**config.mk**
```make
export PLATFORM = sky130hd
export DESIGN_NAME = spdif_frame_fifo
export DESIGN_NICKNAME = d
export VERILOG_FILES = /design/src/rtl/spdif_pkg.sv /design/src/rtl/spdif_sync_fifo.sv /design/src/rtl/spdif_frame_fifo.sv
export SDC_FILE = /design/constraint.sdc
export NUM_CORES = 1
export LEC_CHECK = 0
export BUFFER_PORTS_ARGS = -buffer_cell sky130_fd_sc_hd__clkbuf_2
export CAP_MARGIN = 20
export CORE_ASPECT_RATIO = 0.9
export CORE_MARGIN = 4
export CORE_UTILIZATION = 52
export DETAILED_ROUTE_END_ITERATION = 16
export PLACE_DENSITY = 0.77
export SYNTH_ARGS = -nofsm -noshare
export SYNTH_HDL_FRONTEND = slang
export SYNTH_SLANG_ARGS = --single-unit
```
**constraint.sdc**
```tcl
create_clock -name clk -period 6 [get_ports clk]
set_input_delay 0.6 -clock clk [delete_from_list [all_inputs] [get_ports clk]]
set_output_delay 0.6 -clock clk [all_outputs]
set_load 0.02 [all_outputs]
```
**src/rtl/spdif_pkg.sv**
```systemverilog
// rtl/spdif_pkg.sv - shared constants, FSM state type and slot index width helper
package spdif_pkg;

  localparam int AUDIO_W      = 20;
  localparam int AUX_W        = 4;
  localparam int BLOCK_FRAMES = 192;

  typedef enum logic [1:0] {
    WAIT_A,
    COLLECT,
    PUSH
  } frame_state_t;

  function automatic int slot_idx_w(input int channels);
    return (channels > 1) ? $clog2(channels) : 1;
  endfunction

endpackage

```
**src/rtl/spdif_sync_fifo.sv**
```systemverilog
// rtl/spdif_sync_fifo.sv - first-word-fall-through FIFO with fill, full and empty
module spdif_sync_fifo #(
  parameter int WIDTH = 8,
  parameter int DEPTH = 16
) (
  input  logic                     clk,
  input  logic                     rst,
  input  logic                     wr_en,
  input  logic [WIDTH-1:0]         wr_data,
  input  logic                     rd_en,
  output logic [WIDTH-1:0]         rd_data,
  output logic                     full,
  output logic                     empty,
  output logic [$clog2(DEPTH):0]   fill
);

  localparam int AW = $clog2(DEPTH);

  logic [AW:0]      wr_ptr_q, wr_ptr_d;
  logic [AW:0]      rd_ptr_q, rd_ptr_d;
  logic [WIDTH-1:0] mem_q [DEPTH];
  logic             wr_fire;
  logic             rd_fire;

  // The extra pointer bit distinguishes a full ring from an empty one.
  assign empty   = (wr_ptr_q == rd_ptr_q);
  assign full    = (wr_ptr_q[AW] != rd_ptr_q[AW]) && (wr_ptr_q[AW-1:0] == rd_ptr_q[AW-1:0]);
  assign rd_fire = rd_en && !empty;
  assign wr_fire = wr_en && (!full || rd_fire);
  assign fill    = wr_ptr_q - rd_ptr_q;
  assign rd_data = empty ? '0 : mem_q[rd_ptr_q[AW-1:0]];

  always_comb begin
    wr_ptr_d = wr_ptr_q;
    rd_ptr_d = rd_ptr_q;
    if (wr_fire) wr_ptr_d = wr_ptr_q + 1'b1;
    if (rd_fire) rd_ptr_d = rd_ptr_q + 1'b1;
  end

  always_ff @(posedge clk or negedge rst) begin
    if (!rst) begin
      wr_ptr_q <= '0;
      rd_ptr_q <= '0;
    end else begin
      wr_ptr_q <= wr_ptr_d;
      rd_ptr_q <= rd_ptr_d;
    end
  end

  always_ff @(posedge clk) begin
    if (wr_fire) mem_q[wr_ptr_q[AW-1:0]] <= wr_data;
  end

endmodule

```
**src/rtl/spdif_frame_fifo.sv**
```systemverilog
// rtl/spdif_frame_fifo.sv - packs subframes into frame words and buffers them for the consumer
module spdif_frame_fifo
  import spdif_pkg::*;
#(
  parameter int SAMPLE_W = 24,
  parameter int CHANNELS = 2,
  parameter int DEPTH    = 16
) (
  input  logic                           clk,
  input  logic                           rst,
  input  logic                           vin,
  input  logic [19:0]                    din,
  input  logic                           vauxin,
  input  logic [3:0]                     dauxin,
  input  logic                           in_channel,
  input  logic                           block_start,
  input  logic                           kill,
  output logic [CHANNELS*SAMPLE_W-1:0]   dout,
  output logic                           dout_block,
  output logic                           dout_valid,
  input  logic                           dout_ready,
  output logic [$clog2(DEPTH):0]         fill,
  output logic                           overflow,
  output logic [7:0]                     misalign_cnt,
  output logic [7:0]                     level
);

  localparam int SW      = slot_idx_w(CHANNELS);
  localparam int FRAME_W = CHANNELS * SAMPLE_W;

  frame_state_t         state_q, state_d;
  logic [SW-1:0]        slot_q, slot_d;
  logic [FRAME_W-1:0]   frame_q, frame_d;
  logic                 block_q, block_d;
  logic [AUX_W-1:0]     aux_q, aux_d;
  logic                 overflow_q, overflow_d;
  logic [7:0]           misalign_q, misalign_d;
  logic [7:0]           level_q, level_d;

  logic [SAMPLE_W-1:0]  sample;
  logic                 start_frame;
  logic [7:0]           mis_inc;
  logic [8:0]           mis_sum;
  logic                 push_req;
  logic                 push_ok;
  logic                 pop;
  logic                 fifo_full;
  logic                 fifo_empty;
  logic [FRAME_W:0]     fifo_rd_data;

  if (SAMPLE_W == AUDIO_W + AUX_W) begin : g_with_aux
    assign sample = {din, aux_q};
  end else begin : g_audio_only
    assign sample = din;
  end

  assign pop     = !fifo_empty && dout_ready;
  assign push_ok = push_req && (!fifo_full || pop);

  always_comb begin
    state_d     = state_q;
    slot_d      = slot_q;
    frame_d     = frame_q;
    block_d     = block_q;
    aux_d       = aux_q;
    start_frame = 1'b0;
    mis_inc     = '0;
    push_req    = (state_q == PUSH);

    if (vin)    aux_d = '0;
    if (vauxin) aux_d = dauxin;

    if (state_q == PUSH) state_d = WAIT_A;

    // Kill in PUSH still lets the push through; it only suppresses this cycle's vin.
    if (kill) begin
      state_d = WAIT_A;
      slot_d  = '0;
    end else if (vin) begin
      if (state_q == COLLECT) begin
        if (in_channel) begin
          frame_d[int'(slot_q)*SAMPLE_W +: SAMPLE_W] = sample;
          if (slot_q == SW'(CHANNELS-1)) begin
            state_d = PUSH;
            slot_d  = '0;
          end else begin
            slot_d = slot_q + 1'b1;
          end
        end else begin
          mis_inc     = 8'(slot_q);
          start_frame = 1'b1;
        end
      end else if (!in_channel) begin
        start_frame = 1'b1;
      end else begin
        mis_inc = 8'd1;
      end
    end

    if (start_frame) begin
      frame_d[SAMPLE_W-1:0] = sample;
      block_d               = block_start;
      slot_d                = SW'(1);
      state_d               = (CHANNELS == 1) ? PUSH : COLLECT;
    end

    mis_sum    = {1'b0, misalign_q} + {1'b0, mis_inc};
    misalign_d = mis_sum[8] ? 8'hFF : mis_sum[7:0];
    overflow_d = overflow_q | (push_req && !push_ok);
    level_d    = push_ok ? frame_q[SAMPLE_W-1 -: 8] : level_q;
  end

  always_ff @(posedge clk or negedge rst) begin
    if (!rst) begin
      state_q    <= WAIT_A;
      slot_q     <= '0;
      frame_q    <= '0;
      block_q    <= 1'b0;
      aux_q      <= '0;
      overflow_q <= 1'b0;
      misalign_q <= '0;
      level_q    <= '0;
    end else begin
      state_q    <= state_d;
      slot_q     <= slot_d;
      frame_q    <= frame_d;
      block_q    <= block_d;
      aux_q      <= aux_d;
      overflow_q <= overflow_d;
      misalign_q <= misalign_d;
      level_q    <= level_d;
    end
  end

  spdif_sync_fifo #(
    .WIDTH (FRAME_W + 1),
    .DEPTH (DEPTH)
  ) u_fifo (
    .clk     (clk),
    .rst     (rst),
    .wr_en   (push_ok),
    .wr_data ({block_q, frame_q}),
    .rd_en   (dout_ready),
    .rd_data (fifo_rd_data),
    .full    (fifo_full),
    .empty   (fifo_empty),
    .fill    (fill)
  );

  assign dout         = fifo_rd_data[FRAME_W-1:0];
  assign dout_block   = fifo_rd_data[FRAME_W];
  assign dout_valid   = !fifo_empty;
  assign overflow     = overflow_q;
  assign misalign_cnt = misalign_q;
  assign level        = level_q;

endmodule

```
# After elaboration in Yosys (flattened, before gate mapping)
# Memories as Yosys holds them, arrays and structs flattened.
# Cells that the tools add are included.
[totals]
ramBits = 784
inputBits = 32
regBits = 83
output_inout_bits = 72
n_memories = 1
wordCells = 81
[mem_list]
columns = ["name", "words", "word_bits", "rd", "rd_ports_with_merged_regs", "write_ports", "line_no", "rtl"]
rows = [
  ["u_fifo.mem_q", 16, 49, 1, 0, 1, "spdif_sync_fifo.sv:21", "logic [WIDTH-1:0] mem_q [DEPTH];"],
]
[classes]
shifts = 2
eq_ne = 6
muxes = 33
n_bitwise = 2
add_sub_neg = 6
n_mul = 1
n_reduce_logical = 19
[ops]
columns = ["operator", "count"]
rows = [
  ["2-to-1 mux 24 bit", 5],
  ["2-to-1 mux 49 bit", 1],
  ["bitwise mux 48 bit", 1],
  ["variable shift 24 x 33 -> 48 bit, first input constant", 1],
  ["variable part select 24 x 33 -> 48 bit", 1],
  ["negation 6 -> 33 bit", 1],
  ["2-to-1 mux 8 bit", 4],
  ["2-to-1 mux 2 bit", 7],
  ["2-to-1 mux 1 bit", 13],
  ["adder 5 x 1 -> 5 bit, second input constant", 2],
  ["adder 8 x 8 -> 9 bit", 1],
  ["nonzero test 3 bit", 3],
  ["2-to-1 mux 4 bit", 2],
  ["AND reduction 4 bit", 2],
  ["nonzero test 2 bit", 4],
  ["== test 5 bit", 1],
  ["logical AND 1 bit", 5],
  ["subtractor 5 bit", 1],
  ["== test 4 bit", 1],
  ["zero test 1 bit", 3],
  ["multiplier 1 x 2 -> 3 bit, second input constant", 1],
  ["AND reduction 3 bit", 1],
  ["== test 2 x 1 -> 1 bit, second input constant", 1],
  ["== test 2 bit, second input constant", 1],
  ["6 further kinds", 6],
]

# Longest topological paths before layout
# Gate-level depths: netlist of run 1.
[logic_depth]
ltp_word = 9
depth_mapped = 11
ltp_nobuf = 9

# By module
# Synthesis of run 1 repeated with hierarchy kept, for this count alone.
[unflattened]
hier_cells = 1626
area_unflattened_um2 = 34471.8
[by_module_without_submodules]
columns = ["module", "area_per_inst_um2", "instances", "seq_area_each_um2", "cells_per_inst"]
rows = [
  ["spdif_sync_fifo", 31377.6, 1, 23792.8, 1376],
  ["spdif_frame_fifo", 3094.2, 1, 1826.8, 250],
]

# Worst setup path after synthesis of run 1
# OpenSTA, ideal clock, no wires.
[synth_path]
path_kind = "flip-flop to flip-flop"
startpoint = "register u_fifo.rd_ptr_q[1]"
endpoint = "memory u_fifo.mem_q[12][0] in the netlist's numbering (enable)"
period_less_slack_ns = 4.355
arrival_ns = 3.899
stages_incl_launch_ff = 10
slack_ns = 1.645
setup_ns = 0.456
path_cell_list = "dfrtp_1 > buf_2 > buf_2 > buf_2 > inv_1 > ha_1 > nand4_1 > o31ai_2 > clkbuf_1 > nor2_1"
[synth_between]
elab_chain_len = 8
word_cells_on_any_way = 11
classes_between = "2 x eq/ne; 2 x mux; 7 x reduce/logical"
[synth_lines]
columns = ["element", "line_no", "rtl"]
rows = [
  ["from (decl)", "spdif_sync_fifo.sv:20", "logic [AW:0] rd_ptr_q, rd_ptr_d;"],
  ["from (signal assigned)", "spdif_sync_fifo.sv:46", "rd_ptr_q <= rd_ptr_d;"],
  ["== test 5 bit / == test 4 bit (equally long branches)", "spdif_sync_fifo.sv:26, spdif_sync_fifo.sv:27", ""],
  ["zero test 1 bit / logical AND 1 bit (equally long branches)", "spdif_sync_fifo.sv:28, spdif_frame_fifo.sv:57, spdif_sync_fifo.sv:27", ""],
  ["logical AND 1 bit / zero test 1 bit (equally long branches)", "-", ""],
  ["logical OR 1 bit (*)", "spdif_sync_fifo.sv:29, spdif_frame_fifo.sv:58", ""],
  ["logical AND 1 bit", "spdif_frame_fifo.sv:58", "assign push_ok = push_req && (!fifo_full || pop);"],
  ["logical AND 1 bit (*)", "spdif_sync_fifo.sv:29", "assign wr_fire = wr_en && (!full || rd_fire);"],
  ["2-to-1 mux 1 bit (*)", "spdif_sync_fifo.sv:51", "if (wr_fire) mem_q[wr_ptr_q[AW-1:0]] <= wr_data;"],
  ["2-to-1 mux 1 bit (implied by the code) (*)", "spdif_sync_fifo.sv:51", ""],
  ["to (decl)", "spdif_sync_fifo.sv:21", ""],
]
# Mark *: on every way between the ends. The rest lies on a longest branch, timed or not.

# Worst setup path in the final report of run 1
[layout_path]
startpoint = "register u_fifo.rd_ptr_q[1]"
endpoint = "output port fill[4]"
[layout_between]
elab_chain_len = 1
[layout_lines]
columns = ["element", "line_no", "rtl"]
rows = [
  ["subtractor 5 bit", "spdif_sync_fifo.sv:30", "assign fill = wr_ptr_q - rd_ptr_q;"],
  ["to (decl)", "spdif_frame_fifo.sv:22", "output logic [$clog2(DEPTH):0] fill,"],
]
# Every way passes these cells.

==> results of run 1 <==
==> flip-flops by register name, summed over array words and instances (netlist names), 2 cells and up <==
signal           flops
aux_q                4
u_fifo.wr_ptr_q      5
frame_q             48
level                8
u_fifo.mem_q       784
misalign_cnt         8
state_q              2
u_fifo.rd_ptr_q      5
==> logic make-up (layout without fill, tap and decap cells) <==
kind of cell    Yosys count  count (layout)
flops                   867             867
compound gates           98              98
simple gates            242             242
xor+xnor                 16              16
buf+inv                  89             305
mux                     271             271
fa+ha+maj                12              12
other cells               0               1
==> power by group through the flow <==
| stage | Sequential (mW) | Clock (mW) | Combinational, mW |
|---|---|---|---|
| after floorplan | 7.10 | 0 | 3.35 |
| after global placement | 7.28 | 0 | 4.50 |
| after detailed placement | 7.30 | 0 | 4.53 |
| after CTS | 7.18 | 5.51 | 4.58 |
| after global routing | 7.21 | 5.79 | 4.83 |
| final | 7.17 | 5.45 | 4.52 |
==> critical path, cell delays in order (launching register included) <==
cell      delay [ns]
dfrtp_4         0.85
buf_4           0.72
buf_4           0.84
fa_1            0.37
inv_1           0.05
a21o_1          0.17
a21oi_1         0.20
xnor2_1         0.26
clkbuf_2        0.26
==> metal layers <==
| layer | up-vias | part of all wire |
|---|---|---|
| met2 | 852 | 0.49 |
| met5 | - | 0.00018 |
| li1 | 6754 | - |
| met1 | 8609 | 0.38 |
| met4 | 2 | 0.023 |
| met3 | 119 | 0.11 |
==> worst paths after layout <==
kind	endpoint	slack, ns
setup / recovery	fill[4]	0.99
hold / removal	aux_q[1]	0.17
setup reg to reg	u_fifo.mem_q[1][19]	1.68
hold reg to reg	level[3]	0.48
max in group asynchronous	u_fifo.rd_ptr_q[1]	4.33
min in group asynchronous	frame_q[7]	0.39
==> final cells by class <==
| class | instances | area (um^2) |
|---|---|---|
| fill | 4235 | 25300 |
| clock inverter | 46 | 549 |
| antenna | 1 | 2.50 |
| clock buffer | 110 | 2330 |
| sequential | 867 | 25600 |
| tap | 845 | 1060 |
| inverter | 9 | 33.8 |
| timing repair buffer | 140 | 823 |
| multi-input combinational | 639 | 7320 |
==> cells in the final DEF, fill, tap and decap left out, types with 6 or more instances in the layout <==
cell and count:
clkbuf_2 102, buf_4 35, clkbuf_16 87, nand3_1 7, mux2_2 75, mux4_2 196
xnor2_1 13, nor2_1 6, edfxtp_1 784, inv_1 8, dfrtp_1 81, bufinv_16 12
nand2_1 184, clkbuf_1 16, clkinv_1 15, clkbuf_8 7, ha_1 11, nand2b_1 11
o21ai_0 31, and2_2 8, a21oi_1 7, clkinv_2 12, a22oi_1 47
==> timing repair <==
| item | 4_1_cts | 5_1_grt |
|---|---|---|
| buffers inserted | 0 | 0 |
| hold endpoints to repair | 19 | 0 |
| hold buffers | 1 | 0 |
==> impl_metrics.env, run 1 <==
export IMPL_status="completed"
export IMPL_grt_use_total=0.220
export IMPL_syn_area_per_cell_um2=20.9
export IMPL_ys_flop_type="edfxtp_1"
export IMPL_num_rows=87
export IMPL_synthesis_nets=1639
export IMPL_seq_area_frac_synth=0.769
export IMPL_grt_max_degree=118
export IMPL_root_buffer="clkbuf_16"
export IMPL_finalHoldViolations=0
export IMPL_tightest_slew_ns=1.09
export IMPL_gr_total_overflow=0
export IMPL_final_net_count=1785
export IMPL_syn_area_um2=33300
export IMPL_final_cell_count_no_fill=2657
export IMPL_dpl_cell_count=2499
export IMPL_grt_first_pass_wirelength_um=110000
export IMPL_die_h_um=248
export IMPL_antenna_found_initial=2
export IMPL_use_met1=0.308
export IMPL_power_internal_mw=12.0
export IMPL_r2r_start="u_fifo.rd_ptr_q[1]"
export IMPL_ys_top_cells_by_count="edfxtp_1 (784), mux4_2 (196), nand2_1 (184)"
export IMPL_synth_top_family_by_area="multiplexers"
export IMPL_max_freq_mhz=200
export IMPL_rr_worst_depth=8
export IMPL_synthTopCellsByArea="edfxtp_1 (71%), mux4_2 (13%), dfrtp_1 (6.2%), mux2_2 (2.5%), nand2_1 (2.1%)"
export IMPL_io_buffers=103
export IMPL_clkPwrFrac=0.318
export IMPL_rsz0062_at_grt="false"
export IMPL_drtIter0Drc=1986
export IMPL_power_total_mw=17.1
export IMPL_switching_power_mw=5.10
export IMPL_yosys_warnings=0
export IMPL_ys_seq_elements=867
export IMPL_met3_usage=0.0573
export IMPL_synthMuxAreaShare=0.158
export IMPL_use_met2=0.351
export IMPL_cts_buffers_inserted=84
export IMPL_drc_errors=0
export IMPL_cts_buffer_depth=3
export IMPL_synth_compound_area_frac=0.0195
export IMPL_setup_viol=0
export IMPL_ys_async_sr_fraction=0.0957
export IMPL_num_vias=16336
export IMPL_p_comb_frac=0.264
export IMPL_synth_edf_count=784
export IMPL_min_path_type="in -> reg"
export IMPL_cts_tree="yes"
export IMPL_power_density_nw_per_um2=454
export IMPL_synth_top_cell_area_share=0.707
export IMPL_yosys_area_share_simple=0.0309
export IMPL_dieWidth_um=275
export IMPL_worst_slack_ns=0.990
export IMPL_wl_um=73800
export IMPL_antenna_left=0
export IMPL_dieArea_um2=68200
export IMPL_critPathKind="reg -> out"
export IMPL_min_period_ns=5.01
export IMPL_crit_required_ns=5.40
export IMPL_worstHoldStart="dauxin[1]"
export IMPL_critPathLaunchType="flop"
export IMPL_grt_pass1_vias=16930
export IMPL_place_area_um2=34900
export IMPL_first_pass_iters=5
export IMPL_relSlewSlack=0.276
export IMPL_cellLeakagePower_nw=13.1
export IMPL_htree_levels=3
export IMPL_syn_to_final_growth_pct=13.3
export IMPL_fin_util=0.599
export IMPL_dp_slack_ns=1.65
export IMPL_core_um2=63000
export IMPL_crit_start="u_fifo.rd_ptr_q[1]"
export IMPL_gp_congestion=0.795
export IMPL_ir_worst_vdd_mv=0.439
export IMPL_finalSetupTns_ns=0
export IMPL_worst_ep_arrival_time_ns=4.41
export IMPL_fin_worst_skew_ns=0.0364
export IMPL_switching_share=0.298
export IMPL_synth_cell_types=40
export IMPL_period_share=0.835
export IMPL_wire_per_inst_um=27.8
export IMPL_postSynthCellCount=1595
export IMPL_synthAdderAreaFrac=0.00473
export IMPL_synth_largest_area_cell="edfxtp_1"
export IMPL_io_pins=104
export IMPL_seq_power_share=0.419
export IMPL_drive_gt1_frac=0.309
export IMPL_slew_viol_final=0
export IMPL_busiest_layer="met2"
export IMPL_clock_sinks=867
export IMPL_clkTransAtPathRegs_ns=0.06
export IMPL_cap_violations=0
export IMPL_endpoint_kind="output port"
export IMPL_final_area_um2=37700
export IMPL_synth_most_common_cell="edfxtp_1"
export IMPL_crit_path_max_fanout=62
export IMPL_hold_ws_ns=0.172
export IMPL_synthXorXnorAreaFrac=0.00443
export IMPL_dpl_hpwl_um=40600
export IMPL_vias_per_cell=6.15
export IMPL_start_util=0.529
export IMPL_whs_path_depth=3
export IMPL_post_cts_resize_count=0
export IMPL_clock_latency_ns=0.64
Note: power is estimated with default switching activity, not from simulation.
==> run 2: changes to the inputs <==
Settings changed: PLACE_DENSITY 0.77 to 0.79.
Clock period 6 ns to 4.3 ns, I/O delays scaled along.
==> run 2 against run 1 <==
Worst setup slack lost 0.49 ns. Critical path type unchanged. Largest power group unchanged. Count of clock-buffer cells in the layout rose by 3. Clock skew is 0.020 ns lower. Register-to-register slack got worse by 0.57 ns. Core utilization hardly changed. Combinational power rose by 44%. Sequential power up 38%. First-iteration DRC count is 1.7% higher. Wire length increased by 2.8%. Largest cell class unchanged. Highest routed layer unchanged. Die area did not move. Sequential share of layout area rose by 0.054 points. Worst hold slack got worse by 0.14 ns.
==> impl_metrics.env, run 2 (same netlist as run 1, synthesis figures left out) <==
export IMPL_cellLeakagePower_nw=13.1
export IMPL_io_buffers=103
export IMPL_htree_levels=3
export IMPL_core_um2=63000
export IMPL_grt_pass1_vias=17229
export IMPL_r2r_start="u_fifo.rd_ptr_q[3]"
export IMPL_worstSetupEndpoint="dout[5]"
export IMPL_rr_worst_depth=7
export IMPL_final_cell_mix="edfxtp_1 (784), mux4_2 (196), nand2_1 (184), clkbuf_2 (102), clkbuf_16 (86)"
export IMPL_critPathLaunchType="flop"
export IMPL_power_internal_mw=16.2
export IMPL_io_pins=104
export IMPL_clock_sinks=867
export IMPL_switching_share=0.305
export IMPL_min_period_ns=3.80
export IMPL_first_pass_iters=5
export IMPL_wire_per_inst_um=28.5
export IMPL_antenna_left=0
export IMPL_final_net_count=1797
export IMPL_root_buffer="clkbuf_16"
export IMPL_dp_slack_ns=1.21
export IMPL_gp_congestion=0.822
export IMPL_period_share=0.883
export IMPL_setup_viol=0
export IMPL_drtIter0Drc=2020
export IMPL_rsz0062_at_grt="false"
export IMPL_crit_required_ns=3.87
export IMPL_dieWidth_um=275
export IMPL_finalSetupTns_ns=0
export IMPL_seq_power_share=0.423
export IMPL_r2r_slack_ns=1.11
export IMPL_cap_violations=0
export IMPL_final_common_cell="edfxtp_1"
export IMPL_postCtsSetupBuffers=0
export IMPL_clock_latency_ns=0.62
export IMPL_max_freq_mhz=263
export IMPL_vias_per_cell=6.23
export IMPL_grt_max_degree=151
export IMPL_drc_errors=0
export IMPL_crit_path_max_fanout=32
export IMPL_tightest_slew_ns=1.00
export IMPL_status="completed"
export IMPL_syn_to_final_growth_pct=13.2
export IMPL_grt_first_pass_wirelength_um=113000
export IMPL_critPathKind="reg -> out"
export IMPL_crit_start="u_fifo.rd_ptr_q[3]"
export IMPL_post_cts_resize_count=0
export IMPL_fin_util=0.598
export IMPL_dieArea_um2=68200
export IMPL_slew_viol_final=0
export IMPL_finalHoldViolations=0
export IMPL_wl_um=75900
export IMPL_switching_power_mw=7.14
export IMPL_largest_reg_flops=784
export IMPL_drive_gt1_frac=0.313
export IMPL_grt_use_total=0.227
export IMPL_power_density_nw_per_um2=620
export IMPL_hold_ws_ns=0.0361
export IMPL_dpl_hpwl_um=41800
export IMPL_final_cell_count_no_fill=2663
export IMPL_worst_ep_arrival_time_ns=3.37
export IMPL_fin_worst_skew_ns=0.0165
export IMPL_endpoint_kind="output port"
export IMPL_worst_slack_ns=0.503
export IMPL_num_vias=16583
export IMPL_cts_buffers_inserted=81
export IMPL_antenna_found_initial=5
export IMPL_min_path_type="in -> reg"
export IMPL_ir_worst_vdd_mv=0.587
export IMPL_dpl_cell_count=2513
export IMPL_relSlewSlack=0.332
export IMPL_cts_tree="yes"
export IMPL_start_util=0.529
export IMPL_clkPwrFrac=0.299
export IMPL_p_comb_frac=0.279
export IMPL_num_rows=87
export IMPL_timing_rr_end="u_fifo.mem_q[11][9]"
export IMPL_die_h_um=248
export IMPL_clkTransAtPathRegs_ns=0.06
export IMPL_gr_total_overflow=0
export IMPL_cts_buffer_depth=3
## run 2: cell types whose count changed in the layout (fill, tap and decap cells not counted)
| cell | previous run | this run |
|---|---|---|
| clkbuf_1 | 16 | 20 |
| clkbuf_16 | 87 | 86 |
| buf_4 | 35 | 38 |
| buf_16 | 0 | 1 |
| clkinv_2 | 12 | 16 |
| bufinv_16 | 12 | 3 |
| clkinvlp_4 | 3 | 4 |
| inv_8 | 0 | 1 |
| clkinv_8 | 2 | 0 |
| buf_12 | 2 | 13 |
| clkinv_1 | 15 | 8 |
## run 2: timing repair
action,4_1_cts,5_1_grt
hold buffers,1,0
endpoints found under the setup margin,0,0
endpoints found under the hold margin,57,0
## run 2: worst min path at each step
stage / cells after the start / start / to / slack (ns)
after global placement: 2 / level[2] / level[2] / 0.46
final: 3 / dauxin[3] / aux_q[3] / 0.04
after global routing: 3 / dauxin[2] / aux_q[2] / 0.03
after detailed placement: 2 / level[7] / level[7] / 0.46
after floorplan: 0 / rst / aux_q[0] / 0.13
after CTS: 3 / dauxin[3] / aux_q[3] / 0.008
## run 2: worst max-delay path, cell delays in order (launching register included)
cell and delay, ns:
dfrtp_1 0.48, inv_1 0.21, ha_1 0.40, and4_1 0.29, a211oi_4 0.28, buf_4 0.55
a22oi_1 0.17, nand2_1 0.16, clkbuf_2 0.19
## run 2: area by class of cell
class                   instances  area, um^2
well taps                     845        1060
flip-flops and latches        867       25600
clock inverters                34         259
inverters                       9        33.8
multi-input cells             639        7320
diodes                          1        2.50
clock buffers                 113        2320
fillers                      4208       25300
repair buffers                155        1090
## run 2: per-layer routing
metal	track usage	wire (um)
met4	0.0632	2130
met5	0	19
met1	0.315	29100
met2	0.365	37100
met3	0.0589	7540
## run 2: power groups by stage
| stage | clock network (mW) | registers [mW] | logic [mW] |
|---|---|---|---|
| 2_1_floorplan | 0 | 9.91 | 4.68 |
| 3_3_place_gp | 0 | 10.0 | 6.48 |
| 3_5_place_dp | 0 | 10.1 | 6.53 |
| 4_1_cts | 7.07 | 9.89 | 6.60 |
| 5_1_grt | 7.46 | 9.93 | 6.98 |
| 6_report | 6.98 | 9.89 | 6.51 |
## run 2: through the flow
stage / power [mW] / instance area, um^2
after detailed placement: 16.6 / 35100
after floorplan: 14.6 / 33300
after global placement: 16.5 / 35100
after CTS: 23.6 / 37700
final: 23.4 / 37700
after global routing: 24.4 / 37700
